`src/rtl/alu_issue_if.sv`:
```
// alu_issue_if
// Bundles every non-clock signal of the ALU issue unit: the instruction
// handshake, the operand/result path to the clocked ALU, the retire and
// illegal-op strobes, and the register-file debug read port.
//   slave  : the issue unit side (takes instructions, drives the ALU)
//   master : the environment side (instruction source, ALU, debug reader)
interface alu_issue_if;
    logic        in_valid;
    logic        in_ready;
    logic [31:0] in_instr;
    logic [31:0] alu_a;
    logic [31:0] alu_b;
    logic [4:0]  alu_shamt;
    logic [3:0]  alu_funct;
    logic [31:0] alu_res;
    logic        out_valid;
    logic [3:0]  out_rd;
    logic [31:0] out_data;
    logic        err_illegal;
    logic [3:0]  dbg_addr;
    logic [31:0] dbg_data;

    modport slave (
        input  in_valid, in_instr, alu_res, dbg_addr,
        output in_ready, alu_a, alu_b, alu_shamt, alu_funct,
               out_valid, out_rd, out_data, err_illegal, dbg_data
    );

    modport master (
        output in_valid, in_instr, alu_res, dbg_addr,
        input  in_ready, alu_a, alu_b, alu_shamt, alu_funct,
               out_valid, out_rd, out_data, err_illegal, dbg_data
    );
endinterface

```
`src/rtl/alu_issue_unit.sv`:
```
// alu_issue_unit
// Serial instruction sequencer in front of a clocked ALU. Owns a 16 x 32
// register file, accepts one instruction per valid/ready handshake in IDLE,
// presents operands and a one-cycle function code to the ALU (ISSUE), then
// writes the ALU result (or an LDI immediate) back and strobes out_valid (WB).
// Ports:
//   clk, rst  : rising-edge clock, asynchronous active-high reset
//   bus.slave : in_valid/in_ready/in_instr handshake, alu_a/alu_b/alu_shamt/
//               alu_funct to the ALU, alu_res back, out_valid/out_rd/out_data
//               retire strobe, err_illegal pulse, dbg_addr/dbg_data read port
// Parameter R0_ZERO: when non-zero R0 reads as 0 and writes to it are dropped.
module alu_issue_unit #(
    parameter int unsigned R0_ZERO = 32'd1
) (
    input  logic        clk,
    input  logic        rst,
    alu_issue_if.slave  bus
);

    localparam logic       R0_FORCED = (R0_ZERO != 32'd0);
    localparam logic [3:0] OP_LDI    = 4'd10;

    typedef enum logic [1:0] {
        ST_IDLE  = 2'd0,
        ST_ISSUE = 2'd1,
        ST_WB    = 2'd2
    } state_t;

    state_t      state_r;
    state_t      state_nxt_s;

    logic [31:0] rf_r      [16];
    logic [31:0] rf_view_s [16];

    // Instruction fields of the incoming word
    logic [3:0]  op_s;
    logic [3:0]  rd_s;
    logic [3:0]  rs_s;
    logic [3:0]  rt_s;
    logic [4:0]  shamt_s;
    logic [15:0] imm_s;

    // Latched instruction state needed at writeback
    logic [3:0]  op_r;
    logic [3:0]  rd_r;
    logic [15:0] imm_r;

    // Registered outputs
    logic        in_ready_r;
    logic [31:0] alu_a_r;
    logic [31:0] alu_b_r;
    logic [4:0]  alu_shamt_r;
    logic [3:0]  alu_funct_r;
    logic        out_valid_r;
    logic [3:0]  out_rd_r;
    logic [31:0] out_data_r;
    logic        err_illegal_r;

    // Per-cycle control decisions
    logic        accept_s;
    logic        illegal_s;
    logic        retire_s;
    logic [3:0]  funct_nxt_s;
    logic [31:0] wdata_s;

    // Ops 1..9 go to the ALU, 10 is LDI; 0 and 11..15 are illegal.
    function automatic logic op_legal(input logic [3:0] op);
        return (op >= 4'd1) && (op <= 4'd10);
    endfunction

    assign op_s    = bus.in_instr[31:28];
    assign rd_s    = bus.in_instr[27:24];
    assign rs_s    = bus.in_instr[23:20];
    assign rt_s    = bus.in_instr[19:16];
    assign shamt_s = bus.in_instr[15:11];
    assign imm_s   = bus.in_instr[15:0];

    // Architectural view of the register file with the R0 rule applied
    always_comb begin
        for (int i = 0; i < 16; i++) begin
            rf_view_s[i] = rf_r[i];
        end
        rf_view_s[0] = R0_FORCED ? 32'd0 : rf_r[0];
    end

    // FSM state register
    always_ff @(posedge clk or posedge rst) begin
        if (rst) begin
            state_r <= ST_IDLE;
        end else begin
            state_r <= state_nxt_s;
        end
    end

    // FSM next-state logic
    always_comb begin
        state_nxt_s = state_r;
        case (state_r)
            ST_IDLE: begin
                if (bus.in_valid && op_legal(op_s)) begin
                    state_nxt_s = ST_ISSUE;
                end else begin
                    state_nxt_s = ST_IDLE;
                end
            end
            ST_ISSUE: state_nxt_s = ST_WB;
            ST_WB:    state_nxt_s = ST_IDLE;
            default:  state_nxt_s = ST_IDLE;
        endcase
    end

    // FSM output decode: what the datapath registers do at the coming edge
    always_comb begin
        accept_s    = 1'b0;
        illegal_s   = 1'b0;
        retire_s    = 1'b0;
        funct_nxt_s = 4'd0;
        case (state_r)
            ST_IDLE: begin
                accept_s  = bus.in_valid && op_legal(op_s);
                illegal_s = bus.in_valid && !op_legal(op_s);
                // LDI bypasses the ALU, so its function code stays 0
                if (accept_s && (op_s != OP_LDI)) begin
                    funct_nxt_s = op_s;
                end else begin
                    funct_nxt_s = 4'd0;
                end
            end
            ST_ISSUE: begin
                retire_s = 1'b0;
            end
            ST_WB: begin
                retire_s = 1'b1;
            end
            default: begin
                retire_s = 1'b0;
            end
        endcase
    end

    // Writeback value: LDI immediate or the ALU's registered result
    always_comb begin
        if (op_r == OP_LDI) begin
            wdata_s = {16'd0, imm_r};
        end else begin
            wdata_s = bus.alu_res;
        end
    end

    // Operand/instruction capture and registered strobes
    always_ff @(posedge clk or posedge rst) begin
        if (rst) begin
            in_ready_r    <= 1'b1;
            alu_a_r       <= 32'd0;
            alu_b_r       <= 32'd0;
            alu_shamt_r   <= 5'd0;
            alu_funct_r   <= 4'd0;
            op_r          <= 4'd0;
            rd_r          <= 4'd0;
            imm_r         <= 16'd0;
            out_valid_r   <= 1'b0;
            out_rd_r      <= 4'd0;
            out_data_r    <= 32'd0;
            err_illegal_r <= 1'b0;
        end else begin
            in_ready_r    <= (state_nxt_s == ST_IDLE);
            // Non-zero only for the ISSUE cycle, so the ALU updates exactly once
            alu_funct_r   <= funct_nxt_s;
            err_illegal_r <= illegal_s;
            out_valid_r   <= retire_s;
            if (accept_s) begin
                alu_a_r     <= rf_view_s[rs_s];
                alu_b_r     <= rf_view_s[rt_s];
                alu_shamt_r <= shamt_s;
                op_r        <= op_s;
                rd_r        <= rd_s;
                imm_r       <= imm_s;
            end else begin
                alu_a_r     <= alu_a_r;
                alu_b_r     <= alu_b_r;
                alu_shamt_r <= alu_shamt_r;
                op_r        <= op_r;
                rd_r        <= rd_r;
                imm_r       <= imm_r;
            end
            if (retire_s) begin
                out_rd_r   <= rd_r;
                out_data_r <= wdata_s;
            end else begin
                out_rd_r   <= out_rd_r;
                out_data_r <= out_data_r;
            end
        end
    end

    // Register file write at the WB closing edge
    always_ff @(posedge clk or posedge rst) begin
        if (rst) begin
            for (int i = 0; i < 16; i++) begin
                rf_r[i] <= 32'd0;
            end
        end else begin
            if (retire_s && !(R0_FORCED && (rd_r == 4'd0))) begin
                rf_r[rd_r] <= wdata_s;
            end else begin
                rf_r[rd_r] <= rf_r[rd_r];
            end
        end
    end

    assign bus.in_ready    = in_ready_r;
    assign bus.alu_a       = alu_a_r;
    assign bus.alu_b       = alu_b_r;
    assign bus.alu_shamt   = alu_shamt_r;
    assign bus.alu_funct   = alu_funct_r;
    assign bus.out_valid   = out_valid_r;
    assign bus.out_rd      = out_rd_r;
    assign bus.out_data    = out_data_r;
    assign bus.err_illegal = err_illegal_r;
    assign bus.dbg_data    = rf_view_s[bus.dbg_addr];

endmodule

```
`src/flat_wrapper.sv`:
```
// flat-port wrapper written by rule: the top's interface ports become plain ports
module alu_issue_unit_flat 
#(
    parameter int unsigned R0_ZERO = 32'd1
)
  (clk, rst, bus_in_valid, bus_in_instr, bus_alu_res, bus_dbg_addr, bus_in_ready, bus_alu_a, bus_alu_b, bus_alu_shamt, bus_alu_funct, bus_out_valid, bus_out_rd, bus_out_data, bus_err_illegal, bus_dbg_data);
  alu_issue_if bus_i ();
  input  logic clk;
  input  logic rst;
  input wire logic [$bits(bus_i.in_valid)-1:0] bus_in_valid;
  input wire logic [$bits(bus_i.in_instr)-1:0] bus_in_instr;
  input wire logic [$bits(bus_i.alu_res)-1:0] bus_alu_res;
  input wire logic [$bits(bus_i.dbg_addr)-1:0] bus_dbg_addr;
  output wire logic [$bits(bus_i.in_ready)-1:0] bus_in_ready;
  output wire logic [$bits(bus_i.alu_a)-1:0] bus_alu_a;
  output wire logic [$bits(bus_i.alu_b)-1:0] bus_alu_b;
  output wire logic [$bits(bus_i.alu_shamt)-1:0] bus_alu_shamt;
  output wire logic [$bits(bus_i.alu_funct)-1:0] bus_alu_funct;
  output wire logic [$bits(bus_i.out_valid)-1:0] bus_out_valid;
  output wire logic [$bits(bus_i.out_rd)-1:0] bus_out_rd;
  output wire logic [$bits(bus_i.out_data)-1:0] bus_out_data;
  output wire logic [$bits(bus_i.err_illegal)-1:0] bus_err_illegal;
  output wire logic [$bits(bus_i.dbg_data)-1:0] bus_dbg_data;
  assign bus_i.in_valid = bus_in_valid;
  assign bus_i.in_instr = bus_in_instr;
  assign bus_i.alu_res = bus_alu_res;
  assign bus_i.dbg_addr = bus_dbg_addr;
  assign bus_in_ready = bus_i.in_ready;
  assign bus_alu_a = bus_i.alu_a;
  assign bus_alu_b = bus_i.alu_b;
  assign bus_alu_shamt = bus_i.alu_shamt;
  assign bus_alu_funct = bus_i.alu_funct;
  assign bus_out_valid = bus_i.out_valid;
  assign bus_out_rd = bus_i.out_rd;
  assign bus_out_data = bus_i.out_data;
  assign bus_err_illegal = bus_i.err_illegal;
  assign bus_dbg_data = bus_i.dbg_data;
  alu_issue_unit #(.R0_ZERO(R0_ZERO)) u_core (.clk(clk), .rst(rst), .bus(bus_i));
endmodule
```
`config.mk`:
```
export PLATFORM = sky130hd
export DESIGN_NAME = alu_issue_unit_flat
export DESIGN_NICKNAME = d
export VERILOG_FILES = /design/src/rtl/alu_issue_if.sv /design/src/rtl/alu_issue_unit.sv /design/src/flat_wrapper.sv
export SDC_FILE = /design/constraint.sdc
export NUM_CORES = 2
export LEC_CHECK = 0
export BUFFER_PORTS_ARGS = -buffer_cell sky130_fd_sc_hd__buf_4
export CORE_MARGIN = 2
export CORE_UTILIZATION = 40
export DETAILED_ROUTE_END_ITERATION = 10
export REMOVE_ABC_BUFFERS = 1
export SLEW_MARGIN = 15
export SYNTH_ARGS = -nofsm -noshare
export SYNTH_HDL_FRONTEND = slang
export SYNTH_SLANG_ARGS = --single-unit
```
`constraint.sdc`:
```
create_clock -name clk -period 60.9 [get_ports clk]
set_input_delay 18.27 -clock clk [delete_from_list [all_inputs] [get_ports clk]]
set_output_delay 18.27 -clock clk [all_outputs]
set_load 0.02 [all_outputs]
```
Word-level counts from Yosys, hierarchy flattened

Index checks and enable logic that the tools add are counted.

Flip-flop bits (word level): 650
Bits in latches: 0
Bits in writable memories: 0
Bits in read-only memories: 0
Input bits: 71
Output and inout port bits: 144
Word-level logic and storage cells: 80
Memories kept: 0

Add/sub/neg operators: 0
Multipliers: 0
Divide/modulo/power cells: 0
$lt $le $gt $ge: 7
Equal/unequal tests: 4
Shift-type cells: 0
Multiplexer cells: 25
Bitwise operators: 4
Reductions and logical operators: 11

Operator list:

| operator                                                    | number |
|---|---|
| bitwise mux 512 bit                                         | 2 |
| binary-select mux 32 bit (select 4 bit)                     | 4 |
| two-way mux 512 bit                                         | 1 |
| two-way mux 32 bit                                          | 10 |
| demux 32 bit (select 4 bit)                                 | 1 |
| >= comparator 5 bit (second input constant)                 | 4 |
| inverter 4 -> 5 bit                                         | 4 |
| two-way mux 4 bit                                           | 2 |
| logical AND 1 bit                                           | 6 |
| less-than comparator 5 x 1 -> 1 bit (second input constant) | 1 |
| == test 4 bit (second input constant)                       | 1 |
| >= comparator 4 x 1 -> 1 bit (second input constant)        | 1 |
| <= comparator 4 bit (second input constant)                 | 1 |
| logical NOT 2 bit                                           | 2 |
| logical NOT 4 bit                                           | 1 |
| two-way mux 1 bit                                           | 4 |
| inequality test 4 bit (second input constant)               | 1 |
| one-hot mux 2 bit (2 select lines)                          | 1 |
| == test 2 x 1 -> 1 bit (second input constant)              | 1 |
| == test 2 bit (second input constant)                       | 1 |
| logical NOT 1 bit                                           | 2 |

Logic depth before layout (Yosys ltp)

Word-level depth: 7
Depth in mapped cells: 10
Mapped depth without buffers: 5

Worst setup path after synthesis

OpenSTA, ideal clock, no wires.

Kind: input -> output
Start: input port bus_dbg_addr[1]
End: output port bus_dbg_data[10]
Arrival time: 19,954 ps
Slack: 22,676 ps
Stages on the path: 6
Buffers on the path: 4
Cells stage by stage: clkbuf_1 -> clkbuf_1 -> buf_1 -> buf_2 -> mux2i_1 -> a21oi_1

Longest elaborated chain between the ends: 4

Ends and longest elaborated chain:

| element                                               | line                  | source |
|---|---|---|
| start: declaration                                    | flat_wrapper.sv:13    | `input wire logic [$bits(bus_i.dbg_addr)-1:0] bus_dbg_addr;` |
| inverter 4 -> 5 bit (implied by the code)             | alu_issue_unit.sv:220 | `assign bus.dbg_data = rf_view_s[bus.dbg_addr];` |
| binary-select mux 32 bit (select 4 bit)               | alu_issue_unit.sv:220 |  |
| two-way mux 32 bit (implied by the code) (2 in a row) | alu_issue_unit.sv:220 |  |
| end: declaration                                      | flat_wrapper.sv:23    | `output wire logic [$bits(bus_i.dbg_data)-1:0] bus_dbg_data;` |

No other way between the ends. The select of a mux whose other input is x is not followed.

Worst setup path in the final report

Start: input port bus_dbg_addr[1]
End: output port bus_dbg_data[22]

Same word-level chain as after synthesis.

==> run summary <==
Post-synth EDFFs: 0
die span in x: 322 um
Clock Skews: 0.0305 ns
largest area contributor in the netlist: dfrtp_1
commonest non-fill, non-tap cell in the layout: nand2_1
layout cells sized above 1: 24.4%
Antenna Diode Count: 0
CTS clk-pin slew, worst paths: 0.05 ns
Final Wtd Congestion: 0.834
PwrDens: 49.1 nW/um2
setup_tns: 0 ns
Clock Path Buffers: 3
Congestion Overflow GR: 0
area of the core: 100000 um2
LEAKAGE: 19.1 nW
top cell type's share of synthesized area: 39.7%
FFs w/ async S/R, synth: 100%
TritonRoute pass-1 iters: 6
Post-CTS Setup Repair Bufs: 0
max-cap viol count: 0
Port Buffer Count: 214
status: finished, final reports clean
syn_area_per_cell: 10.9 um2
number of H-tree levels: 3
fin nets: 3740
# rows: 116
main flop type after synthesis: dfrtp_1
final hold vios: 0
post-route ant nets: 0
Critical Path AT: 21.32 ns
drt via density: 6.58
first-pass GRT wire length: 221000 um
Max FO, Critical Path: 49
flops & latches, synth: 645
cell-internal power: 1.34 mW
mapped cell area: 40500 um2
critical path endpoint category: output pin
DR iter-0 viols: 4091
worst-margin pin slew: 1.31 ns
CTS tree: yes
Placement Setup Slack: 21.48 ns
vias in the first global route: 32500
r2r startpoint: u_core.rd_r[0]$_DFFE_PP0P_
num ports: 215
Slew Limit Headroom: 12.6%
cts bufs inserted: 79
share of power burned in registers: 38.4%
Hold Startpoint: u_core.rf_r[496]$_DFFE_PP0P_
synth-to-layout area growth: 12.5%
ranking of synthesized cells by area: dfrtp_1 (40%), mux4_2 (16%), o31ai_1 (9.9%)
worst vdd ir: 22.7 uV
Pwr Total: 2.24 mW
CTS hold repair buffers: 0
DRC: 0
Starting Density: 40.4%
antenna violations before repair: 1
DR vias: 33500
die height: 322 um
FMAX: 25.3 MHz
Clock Power Share: 22.3%
fin crit period: 39.59 ns
Clock Latency Late Sink: 0.67 ns
Final setup viols: 0
Detailed Route WL: 149000 um
dpl hpwl: 84700 um
hold crit path type: register to register
Final Cycle Share: 65.0%
share of the yosys chip area belonging to registers: 39.8%
switching pwr: 0.905 mW
fraction of power spent switching nets: 40.4%
CTS resizes: 0
Max Slew Vio Count: 0
Setup Crit Path Kind: input pin to output pin
Avg WL per Cell: 29.2 um
Root Driver: clkbuf_16
largest net degree at the start of global routing: 129
final setup margin: 21.31 ns
RSZ-0062 raised after global routing: false
most frequent cells in the layout: nand2_1 (654), dfrtp_1 (641), o31ai_1 (536), mux2i_1 (322), mux4_2 (288)
Gate power share: 39.3%
Global Route Usage Sum: 28.4%
type of origin of the critical path: input pin
die area: 104000 um2
CP Launch Point: bus_dbg_addr[1]
gate count after technology mapping: 3728
clk sinks: 645
Synth warnings: 0
Worst EP required: 42.63 ns
post-synthesis cell type count: 45
cells by family (layout without fill, tap and decap cells):
group	Yosys count	in the layout	share of synthesized area, %
compound gates	1034	1034	18.0
simple gates	906	906	10.8
mux	720	720	27.0
flops	645	645	39.8
buf+inv	423	427	4.39
power groups by stage:
stage / logic [mW] / clock network [mW] / registers (mW)
final: 0.881 / 0.500 / 0.860
after global routing: 0.960 / 0.525 / 0.885
after CTS: 0.879 / 0.506 / 0.849
after detailed placement: 0.875 / 0 / 0.856
after global placement: 0.859 / 0 / 0.854
after floorplan: 0.626 / 0 / 0.808
worst paths after layout:
check,endpoint,slack [ns],cells after the start
max,bus_dbg_data[22],21.31,7
min,u_core.rf_r[496]$_DFFE_PP0P_,0.37,0
max reg2reg,u_core.rf_r[123]$_DFFE_PP0P_,56.36,6
min reg2reg,u_core.rf_r[496]$_DFFE_PP0P_,0.37,0
max in group asynchronous,u_core.bus.out_data[8]$_DFFE_PP0P_,40.23,5
min in group asynchronous,u_core.bus.out_data[19]$_DFFE_PP0P_,17.79,2
cell usage after synthesis, types with 2 or more instances:
| cell type | n |
|---|---|
| nand2b_1 | 37 |
| nor2b_1 | 37 |
| mux2i_1 | 322 |
| dfrtp_1 | 644 |
| mux4_2 | 288 |
| o31ai_1 | 536 |
| nor4_4 | 31 |
| nor3_1 | 4 |
| buf_2 | 83 |
| inv_1 | 5 |
| and2_1 | 2 |
| nand3_1 | 22 |
| buf_6 | 5 |
| nor3_2 | 28 |
| buf_4 | 14 |
| a211oi_1 | 64 |
| o22ai_1 | 130 |
| clkbuf_1 | 276 |
| a21o_1 | 3 |
| nand3b_1 | 2 |
| buf_1 | 39 |
| a221o_1 | 32 |
| a22o_1 | 30 |
| nand2_1 | 666 |
| o221ai_1 | 32 |
| nor2_1 | 67 |
| mux2_2 | 110 |
| o21ai_0 | 43 |
| a21oi_1 | 160 |
per-stage QoR:
stage / hold slack, ns / util, % / cells / cell area, um2
6_report: 0.373 / 45.5 / 5089 / 45600
5_1_grt: 0.382 / 45.5 / 5089 / 45600
4_1_cts: 0.376 / 45.5 / 5089 / 45600
3_5_place_dp: 0.363 / 42.7 / 4945 / 42900
3_3_place_gp: 0.361 / 42.7 / 4945 / 42800
2_1_floorplan: 0.349 / - / 3311 / 38800
critical path: stages:
cell,delay (ns)
buf_6,0.49
nor2b_4,0.75
buf_4,0.63
a221o_1,0.25
a21oi_1,0.07
a21oi_1,0.53
buf_4,0.26
area by class of cell:
| class | instances | area, um2 |
|---|---|---|
| fill | 9295 | 54700 |
| multi-input combinational | 2660 | 22800 |
| sequential | 645 | 16200 |
| clock buffer | 110 | 2260 |
| timing repair buffer | 277 | 2140 |
| tap | 1357 | 1700 |
| clock inverter | 34 | 484 |
| inverter | 6 | 32.5 |
metal layers:
metal  vias to the layer above  global-route usage, %  wire (um)  part of all wire, %
li1                      14300                      -          -                    -
met1                     17000                   39.8      61100                   41
met2                      1888                   42.5      65800                   44
met3                       346                   6.30      15400                   10
met4                         0                   12.3       6380                  4.3
met5                         -                      0          0                    0
state kept, by name, summed over array words and instances, names as in the netlist:
signal                  count
u_core.bus.in_ready         1
u_core.bus.alu_funct        4
u_core.state_r              2
u_core.rd_r                 4
u_core.bus.alu_a           32
u_core.bus.out_rd           4
u_core.bus.alu_shamt        5
u_core.rf_r               512
u_core.imm_r               11
u_core.bus.out_data        32
u_core.op_r                 4
u_core.bus.out_valid        1
u_core.bus.err_illegal      1
u_core.bus.alu_b           32
Note: power is estimated with default switching activity, not from simulation.
